--- src/rtl/hazard3_uart_dtm_apb.sv ---
`default_nettype none
// ============================================================================
// Module      : hazard3_uart_dtm_apb
// Description : UART debug transport. Parses 8N1 command frames from a host,
//               issues one APB transfer per READ/WRITE command and returns the
//               result bytes over UART.
// Revision    : 1.0 - initial release
// ============================================================================
module hazard3_uart_dtm_apb #(
    parameter int CLKS_PER_BIT = 104,
    parameter int W_DIV        = 16
) (
    input  logic        clk,
    input  logic        rst_n,
    input  logic        uart_rx,
    output logic        uart_tx,
    output logic        apb_psel,
    output logic        apb_penable,
    output logic        apb_pwrite,
    output logic [7:0]  apb_paddr,
    output logic [31:0] apb_pwdata,
    input  logic [31:0] apb_prdata,
    input  logic        apb_pready,
    input  logic        apb_pslverr
);

    localparam logic [W_DIV-1:0] c_bit_reload  = W_DIV'(CLKS_PER_BIT - 1);
    localparam logic [W_DIV-1:0] c_half_reload = W_DIV'(CLKS_PER_BIT / 2 - 1);
    localparam logic [W_DIV-1:0] c_timer_one   = W_DIV'(1);
    localparam logic [7:0]       c_cmd_read    = 8'h01;
    localparam logic [7:0]       c_cmd_write   = 8'h02;

    typedef enum logic [2:0] {
        ST_CMD    = 3'd0,
        ST_ADDR   = 3'd1,
        ST_WDATA  = 3'd2,
        ST_SETUP  = 3'd3,
        ST_ACCESS = 3'd4,
        ST_RESP   = 3'd5
    } state_t;

    state_t           r_state;
    state_t           w_state_nxt;

    logic [1:0]       r_rx_sync;
    logic             w_rx;
    logic             r_rx_prev;
    logic             r_rx_active;
    logic [3:0]       r_rx_bitidx;   // 0 = start bit, 1..8 = data, 9 = stop
    logic [W_DIV-1:0] r_rx_timer;
    logic [7:0]       r_rx_shift;
    logic             r_rx_valid;
    logic             r_rx_ferr;

    logic             r_cmd_write;
    logic [1:0]       r_wcnt;
    logic [7:0]       r_addr_stage;
    logic [23:0]      r_wdata_stage;

    logic             r_tx_busy;
    logic [9:0]       r_tx_shift;
    logic [3:0]       r_tx_bitidx;   // bits still to shift after the current one
    logic [W_DIV-1:0] r_tx_timer;
    logic [39:0]      r_resp_buf;
    logic [2:0]       r_resp_left;
    logic             w_tx_last;

    logic             w_load_resp;
    logic [39:0]      w_resp_data;
    logic [2:0]       w_resp_cnt;

    assign w_rx        = r_rx_sync[1];
    assign uart_tx     = r_tx_busy ? r_tx_shift[0] : 1'b1;
    assign apb_psel    = (r_state == ST_SETUP) || (r_state == ST_ACCESS);
    assign apb_penable = (r_state == ST_ACCESS);
    assign w_tx_last   = r_tx_busy && (r_tx_timer == '0) && (r_tx_bitidx == 4'd0)
                         && (r_resp_left == 3'd0);

    // Receiver: synchronise, detect start edge, sample mid-bit, check stop bit.
    always_ff @(posedge clk or negedge rst_n) begin
        if (!rst_n) begin
            r_rx_sync   <= 2'b11;
            r_rx_prev   <= 1'b1;
            r_rx_active <= 1'b0;
            r_rx_bitidx <= 4'd0;
            r_rx_timer  <= '0;
            r_rx_shift  <= 8'h00;
            r_rx_valid  <= 1'b0;
            r_rx_ferr   <= 1'b0;
        end else begin
            r_rx_sync  <= {r_rx_sync[0], uart_rx};
            r_rx_prev  <= w_rx;
            r_rx_valid <= 1'b0;
            r_rx_ferr  <= 1'b0;
            if (!r_rx_active) begin
                if (r_rx_prev && !w_rx) begin
                    r_rx_active <= 1'b1;
                    r_rx_bitidx <= 4'd0;
                    r_rx_timer  <= c_half_reload;
                end
            end else if (r_rx_timer != '0) begin
                r_rx_timer <= r_rx_timer - c_timer_one;
            end else begin
                r_rx_timer <= c_bit_reload;
                if (r_rx_bitidx == 4'd0) begin
                    // A start bit that has gone high again is a glitch
                    if (w_rx) begin
                        r_rx_active <= 1'b0;
                    end else begin
                        r_rx_bitidx <= 4'd1;
                    end
                end else if (r_rx_bitidx <= 4'd8) begin
                    r_rx_shift  <= {w_rx, r_rx_shift[7:1]};
                    r_rx_bitidx <= r_rx_bitidx + 4'd1;
                end else begin
                    r_rx_active <= 1'b0;
                    if (w_rx) begin
                        r_rx_valid <= 1'b1;
                    end else begin
                        r_rx_ferr <= 1'b1;
                    end
                end
            end
        end
    end

    // Protocol state register.
    always_ff @(posedge clk or negedge rst_n) begin
        if (!rst_n) begin
            r_state <= ST_CMD;
        end else begin
            r_state <= w_state_nxt;
        end
    end

    // Next-state decode and reply construction.
    always_comb begin
        w_state_nxt = r_state;
        w_load_resp = 1'b0;
        w_resp_data = 40'h0;
        w_resp_cnt  = 3'd0;
        case (r_state)
            ST_CMD: begin
                if (r_rx_valid) begin
                    if ((r_rx_shift == c_cmd_read) || (r_rx_shift == c_cmd_write)) begin
                        w_state_nxt = ST_ADDR;
                    end else begin
                        w_state_nxt = ST_RESP;
                        w_load_resp = 1'b1;
                        w_resp_data = {32'h0, 8'hFF};
                        w_resp_cnt  = 3'd1;
                    end
                end
            end
            ST_ADDR: begin
                if (r_rx_ferr) begin
                    w_state_nxt = ST_CMD;
                end else if (r_rx_valid) begin
                    w_state_nxt = r_cmd_write ? ST_WDATA : ST_SETUP;
                end
            end
            ST_WDATA: begin
                if (r_rx_ferr) begin
                    w_state_nxt = ST_CMD;
                end else if (r_rx_valid && (r_wcnt == 2'd3)) begin
                    w_state_nxt = ST_SETUP;
                end
            end
            ST_SETUP: begin
                w_state_nxt = ST_ACCESS;
            end
            ST_ACCESS: begin
                if (apb_pready) begin
                    w_state_nxt = ST_RESP;
                    w_load_resp = 1'b1;
                    if (r_cmd_write) begin
                        w_resp_data = {32'h0, 7'h0, apb_pslverr};
                        w_resp_cnt  = 3'd1;
                    end else begin
                        w_resp_data = {7'h0, apb_pslverr, apb_prdata};
                        w_resp_cnt  = 3'd5;
                    end
                end
            end
            ST_RESP: begin
                if (w_tx_last) begin
                    w_state_nxt = ST_CMD;
                end
            end
            default: begin
                w_state_nxt = ST_CMD;
            end
        endcase
    end

    // Frame parser: stage address/data so APB outputs only move when a transfer is committed.
    always_ff @(posedge clk or negedge rst_n) begin
        if (!rst_n) begin
            r_cmd_write   <= 1'b0;
            r_wcnt        <= 2'd0;
            r_addr_stage  <= 8'h00;
            r_wdata_stage <= 24'h0;
            apb_paddr     <= 8'h00;
            apb_pwdata    <= 32'h0;
            apb_pwrite    <= 1'b0;
        end else begin
            case (r_state)
                ST_CMD: begin
                    if (r_rx_valid) begin
                        r_cmd_write <= (r_rx_shift == c_cmd_write);
                        r_wcnt      <= 2'd0;
                    end
                end
                ST_ADDR: begin
                    if (r_rx_valid) begin
                        if (r_cmd_write) begin
                            r_addr_stage <= r_rx_shift;
                        end else begin
                            apb_paddr  <= r_rx_shift;
                            apb_pwrite <= 1'b0;
                        end
                    end
                end
                ST_WDATA: begin
                    if (r_rx_valid) begin
                        r_wcnt <= r_wcnt + 2'd1;
                        case (r_wcnt)
                            2'd0: r_wdata_stage[7:0]   <= r_rx_shift;
                            2'd1: r_wdata_stage[15:8]  <= r_rx_shift;
                            2'd2: r_wdata_stage[23:16] <= r_rx_shift;
                            default: begin
                                apb_paddr  <= r_addr_stage;
                                apb_pwdata <= {r_rx_shift, r_wdata_stage};
                                apb_pwrite <= 1'b1;
                            end
                        endcase
                    end
                end
                default: begin
                end
            endcase
        end
    end

    // Transmitter: sends the reply buffer LSB byte first, bytes back-to-back.
    always_ff @(posedge clk or negedge rst_n) begin
        if (!rst_n) begin
            r_tx_busy   <= 1'b0;
            r_tx_shift  <= 10'h3FF;
            r_tx_bitidx <= 4'd0;
            r_tx_timer  <= '0;
            r_resp_buf  <= 40'h0;
            r_resp_left <= 3'd0;
        end else if (w_load_resp) begin
            r_resp_buf  <= w_resp_data;
            r_resp_left <= w_resp_cnt;
        end else if (r_state == ST_RESP) begin
            if (r_tx_busy && (r_tx_timer != '0)) begin
                r_tx_timer <= r_tx_timer - c_timer_one;
            end else if (r_tx_busy && (r_tx_bitidx != 4'd0)) begin
                r_tx_shift  <= {1'b1, r_tx_shift[9:1]};
                r_tx_bitidx <= r_tx_bitidx - 4'd1;
                r_tx_timer  <= c_bit_reload;
            end else if (r_resp_left != 3'd0) begin
                r_tx_shift  <= {1'b1, r_resp_buf[7:0], 1'b0};
                r_resp_buf  <= {8'h00, r_resp_buf[39:8]};
                r_resp_left <= r_resp_left - 3'd1;
                r_tx_bitidx <= 4'd9;
                r_tx_timer  <= c_bit_reload;
                r_tx_busy   <= 1'b1;
            end else begin
                r_tx_busy <= 1'b0;
            end
        end
    end

endmodule
`default_nettype wire

--- config.mk ---
export PLATFORM = sky130hd
export DESIGN_NAME = hazard3_uart_dtm_apb
export DESIGN_NICKNAME = d
export VERILOG_FILES = /design/src/rtl/hazard3_uart_dtm_apb.sv
export SDC_FILE = /design/constraint.sdc
export NUM_CORES = 1
export LEC_CHECK = 0
export BUFFER_PORTS_ARGS = -buffer_cell sky130_fd_sc_hd__buf_2
export CAP_MARGIN = 20
export CORE_ASPECT_RATIO = 1.4
export CORE_UTILIZATION = 50
export CTS_BUF_LIST = sky130_fd_sc_hd__clkbuf_4 sky130_fd_sc_hd__clkbuf_8 sky130_fd_sc_hd__clkbuf_16
export DETAILED_ROUTE_END_ITERATION = 10
export PLACE_DENSITY = 0.73
export SETUP_SLACK_MARGIN = 0.5
export SLEW_MARGIN = 15
export SYNTH_ARGS = -nofsm -noshare
export SYNTH_HDL_FRONTEND = slang
export SYNTH_SLANG_ARGS = --single-unit
export TNS_END_PERCENT = 20
--- constraint.sdc ---
create_clock -name clk -period 2.08 [get_ports clk]
set_clock_uncertainty 0.1 [all_clocks]
set_input_delay 0.208 -clock clk [delete_from_list [all_inputs] [get_ports clk]]
set_output_delay 0.208 -clock clk [all_outputs]
set_load 0.05 [all_outputs]
# After elaboration in Yosys (flattened, before gate mapping)
# Cells that the tools add are included.
# word_totals
reg_bits	187
out_inout_bits	44
# classes
order_cmp	1
bitwise_logic	6
n_reduce_logical	43
eq_ne	24
n_addsub	6
mux	80
# op_table
cell	n
two-way mux 40 bit	5
two-way mux 16 bit	6
two-way mux 33 bit	2
one-hot mux 33 bit (2 select lines)	1
two-way mux 8 bit	6
two-way mux 3 bit	15
two-way mux 4 bit	8
nonzero test 16 bit	2
subtractor 16 x 1 -> 16 bit (second input constant)	2
two-way mux 1 bit	27
AND reduction 3 bit	7
two-way mux 10 bit	2
AND reduction 4 bit	5
inequality test 2 bit (second input constant)	9
one-hot mux 3 bit (6 select lines)	1
zero test 16 bit	1
one-hot mux 8 bit (2 select lines)	1
nonzero test 2 bit	6
AND reduction 5 bit	2
inequality test 3 bit (second input constant)	3
== test 8 x 1 -> 1 bit (second input constant)	1
== test 8 x 2 -> 1 bit (second input constant)	1
zero test 4 bit	2
logical AND 1 bit	7
other kinds (25)	38

# Logic depth before layout (Yosys ltp)
# Gate-level depths: netlist of the first run.
# logic_depth
word_depth	7
ltp_mapped	9
ltp_nobuf	7

# Worst setup path after synthesis of the first run
# OpenSTA, ideal clock, no wires.
# synth_timing
path_type	reg-to-reg
startpoint	register r_rx_timer[4]
endpoint	register r_rx_shift[0]
setup_slack_ps	-124
t_arrival_ps	1976
period_less_slack_ps	2204
stages_incl_launch_ff	6
setup_ps	128
path_buffers	0
required_ps	1852
cell_sequence	dfrtp_1 or4_4 nor4_4 and2_4 nand3_4 mux2_1
# synth_between
elab_chain_cells	3
# synth_lines
item	line_no	source
start, declared	50	logic [W_DIV-1:0] r_rx_timer;
start signal, assigned	99	r_rx_timer <= c_half_reload;
start signal, assigned	102	r_rx_timer <= r_rx_timer - c_timer_one;
start signal, assigned	104	r_rx_timer <= c_bit_reload;
nonzero test 16 bit	101	end else if (r_rx_timer != '0) begin
inverter 1 bit (no source line)	n/a	
AND reduction 4 bit (no source line)	n/a	
end signal, assigned	113	r_rx_shift <= {w_rx, r_rx_shift[7:1]};
end, declared	51	logic [7:0] r_rx_shift;
# Every way passes these cells.
# A chain may end at the register's enable or synchronous reset.

# Worst setup path in the final report of the first run
# Ends and elaborated chain as after synthesis.

==> results of run 1 <==
==> layout by cell type, fill, tap and decap left out, types with 4 or more instances in the layout <==
| master | n |
|---|---|
| sky130_fd_sc_hd__a21oi_1 | 38 |
| sky130_fd_sc_hd__a21oi_2 | 15 |
| sky130_fd_sc_hd__a22o_1 | 11 |
| sky130_fd_sc_hd__a31oi_1 | 24 |
| sky130_fd_sc_hd__and2_4 | 4 |
| sky130_fd_sc_hd__buf_12 | 6 |
| sky130_fd_sc_hd__buf_2 | 78 |
| sky130_fd_sc_hd__buf_4 | 81 |
| sky130_fd_sc_hd__buf_6 | 23 |
| sky130_fd_sc_hd__buf_8 | 4 |
| sky130_fd_sc_hd__clkbuf_16 | 19 |
| sky130_fd_sc_hd__dfrtp_1 | 166 |
| sky130_fd_sc_hd__dfstp_2 | 12 |
| sky130_fd_sc_hd__dlygate4sd3_1 | 27 |
| sky130_fd_sc_hd__ha_1 | 13 |
| sky130_fd_sc_hd__inv_1 | 20 |
| sky130_fd_sc_hd__inv_6 | 6 |
| sky130_fd_sc_hd__mux2_2 | 71 |
| sky130_fd_sc_hd__mux2i_1 | 11 |
| sky130_fd_sc_hd__nand2_1 | 62 |
| sky130_fd_sc_hd__nand2_2 | 4 |
| sky130_fd_sc_hd__nand2_4 | 8 |
| sky130_fd_sc_hd__nand2b_1 | 9 |
| sky130_fd_sc_hd__nand3_1 | 13 |
| sky130_fd_sc_hd__nor2_1 | 45 |
| sky130_fd_sc_hd__nor2_2 | 8 |
| sky130_fd_sc_hd__nor2_4 | 16 |
| sky130_fd_sc_hd__nor2b_1 | 6 |
| sky130_fd_sc_hd__nor3_1 | 8 |
| sky130_fd_sc_hd__nor3_2 | 5 |
| sky130_fd_sc_hd__nor3b_1 | 7 |
| sky130_fd_sc_hd__o211ai_1 | 5 |
| sky130_fd_sc_hd__o21ai_0 | 20 |
| sky130_fd_sc_hd__o21ai_1 | 13 |
| sky130_fd_sc_hd__o21ai_2 | 4 |
| sky130_fd_sc_hd__o22ai_2 | 13 |
| sky130_fd_sc_hd__o22ai_4 | 4 |
| sky130_fd_sc_hd__or3_1 | 6 |
==> metrics by stage <==
stage / total power [mW] / utilization [%] / area (µm²) / hold WS, ps / std cells
floorplan: 6.34 / - / 8340 / -188 / 765
global placement: 7.27 / 58.6 / 9480 / -6.79 / 1089
detailed placement: 7.38 / 58.6 / 9480 / -6.88 / 1089
CTS: 11.1 / 68.4 / 11100 / 63.5 / 1168
global route: 12.1 / 70.8 / 11400 / 105 / 1182
finish: 11.5 / 70.8 / 11400 / 85.9 / 1182
==> per-layer routing <==
metal  GRT usage [%]  vias to the layer above  wire, µm
met4            12.3                        0       760
met3            5.20                       66       946
met1            28.8                     3439      8620
met2            45.0                      225     11500
li1                -                     3165         -
met5               0                        -         0
==> worst paths after layout <==
check	endpoint	slack, ps	depth (start not counted)
setup / recovery	r_rx_shift[0]	-100	5
hold / removal	r_resp_buf[12]	90	2
setup reg to reg	r_rx_shift[0]	-100	5
hold reg to reg	r_rx_sync[1]	260	0
max in group asynchronous	r_tx_shift[1]	1060	3
min in group clk	r_resp_buf[0]	90	4
==> cell usage after synthesis (all sizes together) (5+ instances only) <==
master,n,area [µm²]
ha,15,188
dfstp,12,315
nor3b,8,60.1
dfrtp,167,4180
a21oi,54,270
inv,23,86.3
or3,7,43.8
nand2b,12,75.1
nor2b,7,43.8
nor3,13,65.1
o21ai,37,185
buf,19,90.1
nor4,7,86.3
o211ai,5,37.5
nand3,17,97.6
a31oi,27,169
nor2,69,259
clkbuf,20,75.1
nand2,74,278
mux2,72,811
o22ai,20,125
a22o,11,96.3
mux2i,12,120
==> cells by family (layout without fill, tap and decap cells) <==
family                   after synthesis  after routing
buffers and inverters                 62            278
flip-flops                           179            179
AO/OA/AOI/OAI                        184            184
XOR/XNOR                               3              3
multiplexers                          84             84
adder cells (fa/ha/maj)               15             15
AND/OR/NAND/NOR                      238            240
==> flip-flops by register name (all words and copies together), names as in the netlist <==
| register | count |
|---|---|
| r_state | 3 |
| r_rx_valid | 1 |
| r_resp_buf | 33 |
| r_rx_timer | 16 |
| r_rx_bitidx | 4 |
| r_tx_shift | 9 |
| apb_pwrite | 1 |
| r_tx_timer | 16 |
| r_cmd_write | 1 |
| r_addr_stage | 8 |
| apb_pwdata | 32 |
| r_rx_prev | 1 |
| r_rx_shift | 8 |
| r_tx_busy | 1 |
| r_resp_left | 3 |
| r_rx_ferr | 1 |
| r_wdata_stage | 24 |
| r_rx_sync | 2 |
| r_rx_active | 1 |
| apb_paddr | 8 |
| r_tx_bitidx | 4 |
| r_wcnt | 2 |
==> timing repair <==
| action | CTS | global route |
|---|---|---|
| cloned | 6 | 3 |
| buffers inserted | 15 | 11 |
| hold endpoints to repair | 201 | 0 |
| gates resized for setup | 131 | 63 |
| pin swaps | 96 | 52 |
| endpoints found under the setup margin | 175 | 176 |
| hold buffers | 27 | 0 |
==> power breakdown <==
| group | total (mW) | internal [mW] | switching, mW |
|---|---|---|---|
| Combinational | 3.41 | 1.69 | 1.73 |
| Clock | 3.13 | 1.62 | 1.51 |
| Sequential | 4.96 | 4.23 | 0.735 |
| Total | 11.5 | 7.54 | 3.97 |
==> final cells by class <==
type,instances,area (µm²),area share (%)
multi-input cells,526,4200,36.7
clock inverters,13,133,1.16
repair buffers,224,1840,16.1
flip-flops and latches,179,4500,39.3
well taps,199,249,2.18
clock buffers,18,439,3.84
inverters,23,86.3,0.754
==> implementation parameters, run 1 <==
Parameter                              Value

Run status
  Run status ... finished with violations
  Violations in the final reports ... negative setup slack

Setup path
  Cells along the critical path ... or4_4 -> nor4_4 -> and2_4 -> nand3_4 -> mux2_4
  Classification of the worst setup path ... reg -> reg
  Worst EP required ... between 2000 and 2500 ps
  R2R Path Start ... r_rx_timer[4]
  Startpoint type of the worst setup path ... flop
  Crit-path max FO ... 8
  Kind of end point of the critical path ... flop
  Start point of the critical path ... r_rx_timer[4]
  Data arrival time of the worst path ... 2390 ps
  Cell family contributing the most delay on the critical path ... simple AND/OR/NAND/NOR gates
  Slowest stage cell, crit path ... sky130_fd_sc_hd__or4_4
  Buffers plus inverters on the worst setup path ... 0
  Highest cell delay on the worst timing path ... 580 ps

STA
  Share of the clock period used by the worst path after layout ... 105%
  Maximum clock frequency ... 460 MHz
  RSZ-0062 raised after global routing ... true
  Clock period minus worst slack ... 2180 ps
  Final hold violation count ... 0
  Tightest Pin Transition ... 419 ps
  Setup ws final ... -95.2 ps
  Slew Limit Headroom ... between 70% and 80%
  Setup tns final ... -1230 ps
  Final number of max-transition violations ... 0
  Number of endpoints failing setup at the final stage ... 36

Synthesis
  Flops & latches, synth ... between 150 and 200
  Synth Area in Simple Gates ... roughly 15%
  Number of warnings reported in the yosys synthesis log ... 0
  Number of nets produced by synthesis ... a little over 800
  Share of synthesized registers carrying an async set or reset ... 100%
  Arithmetic-cell share of the synthesized area counting full adders, half adders and majority gates ... 2.28%
  Post-Syn Area ... roughly 0.0082 mm²
  Compound-gate portion of the synthesized area ... 14.0%
  Average size of a mapped cell ... around 11 µm²
  Multiplexer area fraction after synthesis ... between 10% and 20%
  Flip-flop cell with the highest count after synthesis ... sky130_fd_sc_hd__dfrtp_1
  Number of synthesized flops with an enable pin ... 0
  Xor/xnor cell area share of the yosys netlist ... less than 1%
  Sequential element share of the synthesized area ... between 50% and 60%
  Largest family of logic cells by synthesized area ... simple AND/OR/NAND/NOR gates
  Gate count after technology mapping ... 765
  Unique masters post-synth ... 65

Cells and area
  Total number of nets in the final design ... roughly 1000
  ANT cells ... 0
  Synthesis-to-finish area growth ... 38.8%
  Fraction of layout cells with a size suffix above 1 ... ~45%
  Count of fill cells added during filler insertion ... about 1000

Clocking
  Clock latency on the worst-skew pair ... 440 ps
  CTS Root Buffer Type ... sky130_fd_sc_hd__clkbuf_16
  TritonCTS buffer count ... 17
  Clock Sink Count ... about 180
  Number of H-tree branching levels ... 4
  Clock tree from TritonCTS ... done
  CTS max path bufs ... 2
  Reg clk slew, reported paths ... approximately 80 ps

Job
  Number of max-capacitance violations reported ... 0

Drt
  DRC marker count from the first detailed-route iteration ... approximately 440
  Vias after detailed routing ... between 6000 and 7000
  DRC viols ... 0
  Mean routed wirelength per cell ... roughly 18 µm
  First-pass iteration count of the detailed router ... 4
  Via density per instance ... 5.83
  Antenna-violating nets left ... 0
  Final wirelength ... between 20 and 25 mm

GRT
  Number of antenna violations at the first check in global routing ... 0
  Via count of the first global-routing pass ... roughly 7000
  Wire length of the first global-routing pass ... roughly 34 mm
  GRT Util Overall ... 25.3%
  Maximum number of pins on one net before global-route repair ... 66
  Final global-route overflow total ... 0

Die
  Total die area ... about 0.017 mm²
  Number of rows in the core area ... 55
  Number of top-level pins ... 81
  Initial core utilization ... roughly 50%
  Die width ... roughly 110 µm
  Standard cell core area ... 0.0162 mm²
  Die height ... ~150 µm

Pwr
  Power density over the cells ... 1010 mW/mm²
  Leakage power figure ... ~5.5 nW
  Max IR drop VDD ... slightly above 0.8 mV

Place
  Half-perimeter wire length of the detailed placement result ... between 10 and 15 mm
  Number of input and output port buffers inserted ... 80
  Gpl congestion ... just over 0.8
  Worst setup slack after placement ... -97.6 ps

Min path
  Worst Hold Class ... in -> async
No activity file was read; power rests on OpenSTA's default activity.
==> inputs of run 2 (changes only) <==
Settings changed: BUFFER_PORTS_ARGS -buffer_cell sky130_fd_sc_hd__buf_2 to -buffer_cell sky130_fd_sc_hd__buf_4.
==> implementation parameters, run 2 (synthesized netlist as in run 1, its figures left out) <==
Parameter                              Value

Run status
  Run status ... finished with violations (unchanged)
  Violations in the final reports ... negative setup slack (unchanged)

STA
  Setup tns final ... -5890 ps (was -1230 ps)
  Number of endpoints failing setup at the final stage ... 64 (was 36)
  Final number of max-transition violations ... 0 (unchanged)
  Tightest Pin Transition ... 571 ps (was 419 ps)
  Clock period minus worst slack ... 2310 ps (was 2180 ps)
  RSZ-0062 raised after global routing ... true (unchanged)
  Share of the clock period used by the worst path after layout ... 111% (was 105%)
  Maximum clock frequency ... 434 MHz (was 460 MHz)
  Setup ws final ... -226 ps (was -95.2 ps)
  Final hold violation count ... 0 (unchanged)
  Slew Limit Headroom ... 61.9% (was 72.0%)

Pwr
  Power density over the cells ... 980 mW/mm² (was 1010 mW/mm²)
  Leakage power figure ... 5.86 nW (was 5.49 nW)
  Power share of the clock group ... 27.9% (was 27.2%)
  Max IR drop VDD ... 0.774 mV (was 0.818 mV)
  Switching Share ... 35.1% (was 34.5%)
  Power spent charging and discharging nets ... 4.20 mW (was 3.97 mW)
  Internal portion of total power ... 7.76 mW (was 7.54 mW)
  Flop pwr share ... 41.2% (was 43.1%)
  Fraction of power consumed by combinational cells ... 30.9% (was 29.7%)

Cells and area
  Top library cells by usage in the layout, fill and taps aside ... sky130_fd_sc_hd__buf_4 (168), sky130_fd_sc_hd__dfrtp_1 (166), sky130_fd_sc_hd__mux2_4 (57) (was sky130_fd_sc_hd__dfrtp_1 (166), sky130_fd_sc_hd__buf_4 (81), sky130_fd_sc_hd__buf_2 (78))
  Synthesis-to-finish area growth ... 48.0% (was 38.8%)
  Post-layout instance count excluding filler cells ... 1197 (was 1182)
  Largest regs ... r_resp_buf x33, apb_pwdata x32, r_wdata_stage x24 (unchanged)
  Most common library cell in the layout ignoring fill and taps ... sky130_fd_sc_hd__buf_4 (was sky130_fd_sc_hd__dfrtp_1)
  Finished layout cell area ... 0.0122 mm² (was 0.0114 mm²)
  Fraction of layout cells with a size suffix above 1 ... 47.0% (was 44.6%)
  ANT cells ... 0 (unchanged)
  Largest register FFs ... 33 (unchanged)
  Total number of nets in the final design ... 1037 (was 1023)
  Largest Register ... r_resp_buf (unchanged)
  Layout Utilization ... 75.5% (was 70.8%)

Setup path
  Data arrival time of the worst path ... 2560 ps (was 2390 ps)
  Classification of the worst setup path ... reg -> reg (unchanged)
  Worst EP required ... 2330 ps (was 2300 ps)
  Register-to-Register Setup Slack ... -230 ps (was -100 ps)
  Kind of end point of the critical path ... flop (unchanged)
  Start point of the critical path ... r_tx_timer[1] (was r_rx_timer[4])
  Startpoint type of the worst setup path ... flop (unchanged)
  R2R Path Start ... r_tx_timer[1] (was r_rx_timer[4])
  Crit-path max FO ... 8 (unchanged)

Place
  Half-perimeter wire length of the detailed placement result ... 13.3 mm (was 12.7 mm)
  Number of placed instances with taps included ... 1087 (was 1089)
  Gpl congestion ... 0.826 (was 0.809)
  Worst setup slack after placement ... -106 ps (was -97.6 ps)
  Number of input and output port buffers inserted ... 80 (unchanged)
  Area post-placement ... 0.00968 mm² (was 0.00948 mm²)

Die
  Standard cell core area ... 0.0162 mm² (unchanged)
  Die width ... 111 µm (unchanged)
  Initial core utilization ... 51.0% (unchanged)
  Number of rows in the core area ... 55 (unchanged)
  Total die area ... 0.0170 mm² (unchanged)
  Die height ... 154 µm (unchanged)
  Number of top-level pins ... 81 (unchanged)

Clocking
  Clock tree from TritonCTS ... done (unchanged)
  Clock latency on the worst-skew pair ... 440 ps (about the same)
  CTS Root Buffer Type ... sky130_fd_sc_hd__clkbuf_16 (unchanged)
  Clock Sink Count ... 179 (unchanged)
  Number of H-tree branching levels ... 4 (unchanged)
  TritonCTS buffer count ... 17 (unchanged)
  Reg clk slew, reported paths ... 80 ps (about the same)
  CTS max path bufs ... 2 (unchanged)

GRT
  Maximum number of pins on one net before global-route repair ... 74 (was 66)
  GRT Util Overall ... 27.1% (was 25.3%)
  Final global-route overflow total ... 0 (unchanged)
  Number of antenna violations at the first check in global routing ... 0 (unchanged)
  Via count of the first global-routing pass ... 7293 (was 7022)
  Wire length of the first global-routing pass ... 36.7 mm (was 34.1 mm)

Drt
  Antenna-violating nets left ... 0 (unchanged)
  Via density per instance ... 6.11 (was 5.83)
  Vias after detailed routing ... 7308 (was 6895)
  Final wirelength ... 25.2 mm (was 21.8 mm)
  First-pass iteration count of the detailed router ... 5 (was 4)
  DRC marker count from the first detailed-route iteration ... 558 (was 435)
  DRC viols ... 0 (unchanged)
  Detailed-routing wirelength on met1 ... 9.46 mm (was 8.62 mm)
  Mean routed wirelength per cell ... 21.0 µm (was 18.5 µm)
  Detail Route met3 WL ... 1.21 mm (was 946 µm)
  Uppermost signal routing layer after detailed routing ... met4 (unchanged)
  Met2 wirelength from detailed routing ... 13.3 mm (was 11.5 mm)

Job
  Number of max-capacitance violations reported ... 0 (unchanged)

Min path
  Hold Path Origin ... apb_prdata[0]
  Worst Hold Class ... in -> reg (was in -> async)
## run 2: cell count changes in the layout (fill, tap and decap cells not counted), sizes merged
| cell | change |
|---|---|
| inv | -2 |
| buf | +13 |
| clkinv | +3 |
| and2 | -1 |
| bufinv | +1 |
| clkbuf | +1 |
## run 2: per-stage QoR
step / hold WS [ps] / power, mW
6_report: 131 / 12.0
2_1_floorplan: -188 / 6.34
3_3_place_gp: 58.0 / 7.27
3_5_place_dp: 64.6 / 7.45
5_1_grt: 125 / 12.5
4_1_cts: 109 / 11.2
## run 2: critical path: stages (launching register included)
cell	delay (ps)
sky130_fd_sc_hd__dfrtp_1	410
sky130_fd_sc_hd__inv_2	100
sky130_fd_sc_hd__ha_4	120
sky130_fd_sc_hd__nor4b_4	290
sky130_fd_sc_hd__a41oi_4	180
sky130_fd_sc_hd__buf_6	160
sky130_fd_sc_hd__o211ai_1	330
sky130_fd_sc_hd__buf_4	200
sky130_fd_sc_hd__buf_8	130
sky130_fd_sc_hd__nor2_4	40
sky130_fd_sc_hd__a31oi_1	150
## run 2: final timing paths
path | to | cells past startpoint
max | r_resp_buf[2] | 10
min | r_resp_buf[0] | 4
max reg2reg | r_resp_buf[2] | 10
min reg2reg | r_rx_sync[1] | 0
max in group asynchronous | r_tx_shift[2] | 3
min in group asynchronous | r_resp_buf[11] | 2
## run 2: final cells by class
| type | instances | area (µm²) |
|---|---|---|
| clock buffers | 17 | 425 |
| clock inverters | 15 | 188 |
| fillers | 908 | 3970 |
| inverters | 23 | 86.3 |
| multi-input cells | 525 | 4540 |
| flip-flops and latches | 179 | 4500 |
| well taps | 199 | 249 |
| repair buffers | 239 | 2220 |
## run 2: metal layers
layer	up-vias	global-route usage [%]
met3	103	5.52
met2	333	48.7
met1	3677	30.7
li1	3195	-
met4	0	13.0
met5	-	0
## run 2: power by group through the flow
| stage | sequential (mW) | combinational (mW) | clock [mW] |
|---|---|---|---|
| final | 4.93 | 3.70 | 3.34 |
| after detailed placement | 4.80 | 2.65 | 0 |
| after CTS | 4.80 | 3.10 | 3.34 |
| after floorplan | 4.67 | 1.67 | 0 |
| after global placement | 4.77 | 2.51 | 0 |
| after global routing | 4.97 | 4.00 | 3.48 |
## run 2: repair_timing
item | CTS | global route
gates cloned | 6 | 5
setup endpoints to repair | 175 | 175
hold buffers | 27 | 0
pin swaps | 57 | 65
setup buffers | 16 | 24
resized for setup | 197 | 98
endpoints found under the hold margin | 71 | 0
==> inputs of run 3 (changes only) <==
Settings changed: GPL_ROUTABILITY_DRIVEN set to 0, MAX_ROUTING_LAYER set to met4, TNS_END_PERCENT 20 to unset.
==> implementation parameters, run 3 (synthesized netlist as in run 1, its figures left out) <==
Parameter                              Value

Run status
  Run status ... finished with violations (unchanged)
  Violations in the final reports ... negative setup slack (unchanged)

STA
  Final number of max-transition violations ... 0 (unchanged)
  Share of the clock period used by the worst path after layout ... 111% (about the same)
  RSZ-0062 raised after global routing ... true (unchanged)
  Setup ws final ... -224 ps (was -226 ps)
  Hold Slack ... 119 ps (was 131 ps)
  Clock period minus worst slack ... 2300 ps (was 2310 ps)
  Number of endpoints failing setup at the final stage ... 88 (was 64)
  Slew Limit Headroom ... 40.2% (was 61.9%)
  Tightest Pin Transition ... 897 ps (was 571 ps)
  Maximum clock frequency ... 434 MHz (about the same)
  Final hold violation count ... 0 (unchanged)

Cells and area
  Most common library cell in the layout ignoring fill and taps ... sky130_fd_sc_hd__dfrtp_1 (was sky130_fd_sc_hd__buf_4)
  Finished layout cell area ... 0.0123 mm² (was 0.0122 mm²)
  Area of the multi-input gates ... 0.00446 mm² (was 0.00454 mm²)
  Largest Register ... r_resp_buf (unchanged)
  Largest register FFs ... 33 (unchanged)
  Layout Utilization ... 76.3% (was 75.5%)
  Fraction of layout cells with a size suffix above 1 ... 47.5% (was 47.0%)
  Synthesis-to-finish area growth ... 49.5% (was 48.0%)
  Total number of nets in the final design ... 1034 (was 1037)
  Total area of sequential cells ... 0.00450 mm² (unchanged)
  Top library cells by usage in the layout, fill and taps aside ... sky130_fd_sc_hd__dfrtp_1 (166), sky130_fd_sc_hd__buf_4 (145), sky130_fd_sc_hd__nand2_1 (63) (was sky130_fd_sc_hd__buf_4 (168), sky130_fd_sc_hd__dfrtp_1 (166), sky130_fd_sc_hd__mux2_4 (57))
  Count of fill cells added during filler insertion ... 872 (was 908)
  Largest regs ... r_resp_buf x33, apb_pwdata x32, r_wdata_stage x24 (unchanged)
  ANT cells ... 0 (unchanged)

Place
  Area post-placement ... 0.00977 mm² (was 0.00968 mm²)
  Number of input and output port buffers inserted ... 80 (unchanged)
  Half-perimeter wire length of the detailed placement result ... 13.2 mm (was 13.3 mm)
  Worst setup slack after placement ... -133 ps (was -106 ps)

Die
  Die width ... 111 µm (unchanged)
  Initial core utilization ... 51.0% (unchanged)
  Number of rows in the core area ... 55 (unchanged)
  Total die area ... 0.0170 mm² (unchanged)
  Number of top-level pins ... 81 (unchanged)
  Standard cell core area ... 0.0162 mm² (unchanged)
  Die height ... 154 µm (unchanged)

Pwr
  Max IR drop VDD ... 0.832 mV (was 0.774 mV)
  Internal portion of total power ... 7.83 mW (was 7.76 mW)
  Final Power ... 12.1 mW (was 12.0 mW)
  Fraction of power consumed by combinational cells ... 31.0% (was 30.9%)
  Power spent charging and discharging nets ... 4.27 mW (was 4.20 mW)
  Power density over the cells ... 981 mW/mm² (was 980 mW/mm²)
  Leakage power figure ... 5.82 nW (was 5.86 nW)
  Power share of the clock group ... 28.1% (was 27.9%)
  Flop pwr share ... 40.9% (was 41.2%)
  Switching Share ... 35.3% (was 35.1%)

Drt
  Antenna-violating nets left ... 0 (unchanged)
  Via density per instance ... 6.14 (was 6.11)
  First-pass iteration count of the detailed router ... 5 (unchanged)
  Final wirelength ... 25.6 mm (was 25.2 mm)
  DRC marker count from the first detailed-route iteration ... 486 (was 558)
  DRC viols ... 0 (unchanged)
  Mean routed wirelength per cell ... 21.5 µm (was 21.0 µm)
  Vias after detailed routing ... 7333 (was 7308)

GRT
  Wire length of the first global-routing pass ... 38.6 mm (was 36.7 mm)
  Via count of the first global-routing pass ... 7498 (was 7293)
  Maximum number of pins on one net before global-route repair ... 66 (was 74)
  GRT Util Overall ... 29.6% (was 27.1%)
  Number of antenna violations at the first check in global routing ... 0 (unchanged)
  Final global-route overflow total ... 0 (unchanged)

Clocking
  Clock Sink Count ... 179 (unchanged)
  Clock latency on the worst-skew pair ... 450 ps (was 440 ps)
  Clock tree from TritonCTS ... done (unchanged)
  TritonCTS buffer count ... 17 (unchanged)
  Number of H-tree branching levels ... 4 (unchanged)
  Reg clk slew, reported paths ... 80 ps (about the same)
  CTS Root Buffer Type ... sky130_fd_sc_hd__clkbuf_16 (unchanged)
  CTS max path bufs ... 2 (unchanged)

Min path
  Worst Hold Class ... in -> reg (unchanged)

Job
  Number of max-capacitance violations reported ... 0 (unchanged)

Setup path
  Crit-path max FO ... 8 (unchanged)
  Classification of the worst setup path ... reg -> reg (unchanged)
  Kind of end point of the critical path ... flop (unchanged)
  Worst EP required ... 2330 ps (about the same)
  Data arrival time of the worst path ... 2550 ps (was 2560 ps)
  Startpoint type of the worst setup path ... flop (unchanged)
-- run 3: changes by cell type in the layout (fill, tap and decap cells not counted), sizes merged --
cell	previous run	this run
clkbuf	21	20
buf	208	209
clkinv	7	5
clkinvlp	0	1
inv	30	29
and2	5	4
-- run 3: final timing paths --
check	startpoint	to	cells past startpoint	slack [ps]
worst max-delay path	r_tx_timer[0]	r_tx_shift[7]	9	-220
worst min-delay path	apb_prdata[0]	r_resp_buf[0]	4	120
worst max register to register	r_tx_timer[0]	r_tx_shift[7]	9	-220
worst min register to register	r_rx_sync[0]	r_rx_sync[1]	0	260
max in group asynchronous	rst_n	r_tx_shift[0]	3	940
min in group asynchronous	rst_n	r_resp_buf[25]	2	170
-- run 3: metal layers --
layer	vias up	part of all wire [%]	track usage [%]
li1	3190	-	-
met1	3754	38	32.8
met2	307	54	52.0
met3	82	4.8	5.12
met4	0	3.7	13.0
met5	-	0	-
-- run 3: critical path: stages, from the launching register on --
cell and delay (ps):
sky130_fd_sc_hd__dfrtp_1 400, sky130_fd_sc_hd__inv_2 90, sky130_fd_sc_hd__ha_4 130, sky130_fd_sc_hd__nor4b_4 350, sky130_fd_sc_hd__a41oi_4 240, sky130_fd_sc_hd__buf_6 180
sky130_fd_sc_hd__a211oi_4 280, sky130_fd_sc_hd__buf_12 190, sky130_fd_sc_hd__nor2_2 40, sky130_fd_sc_hd__a31oi_1 220
-- run 3: final cells by class --
cell class / count / area share, %
clock buffer: 19 / 3.62
clock inverter: 13 / 1.47
inverter: 23 / 0.700
multi-input combinational: 524 / 36.1
sequential: 179 / 36.4
tap: 199 / 2.02
timing repair buffer: 237 / 19.6
-- run 3: power by group through the flow --
stage                     clock (mW)  combinational [mW]  sequential, mW
after floorplan                    0                1.82            4.69
after global placement             0                2.61            4.73
after detailed placement           0                2.76            4.77
after CTS                       3.39                3.34            4.79
after global routing            3.55                4.08            5.01
final                           3.40                3.75            4.95
-- run 3: through the flow --
stage	cells	setup TNS (ps)
2_1_floorplan	765	-905
3_3_place_gp	1070	-316
3_5_place_dp	1070	-2640
4_1_cts	1185	-877
5_1_grt	1194	-13710
6_report	1194	-8810
-- run 3: repair_timing --
item,4_1_cts,5_1_grt
setup endpoints to repair,175,176
endpoints found under the hold margin,74,0
pin swaps,46,44
resized for setup,176,56
buffers inserted,45,8
hold buffers,27,0
gates cloned,11,1
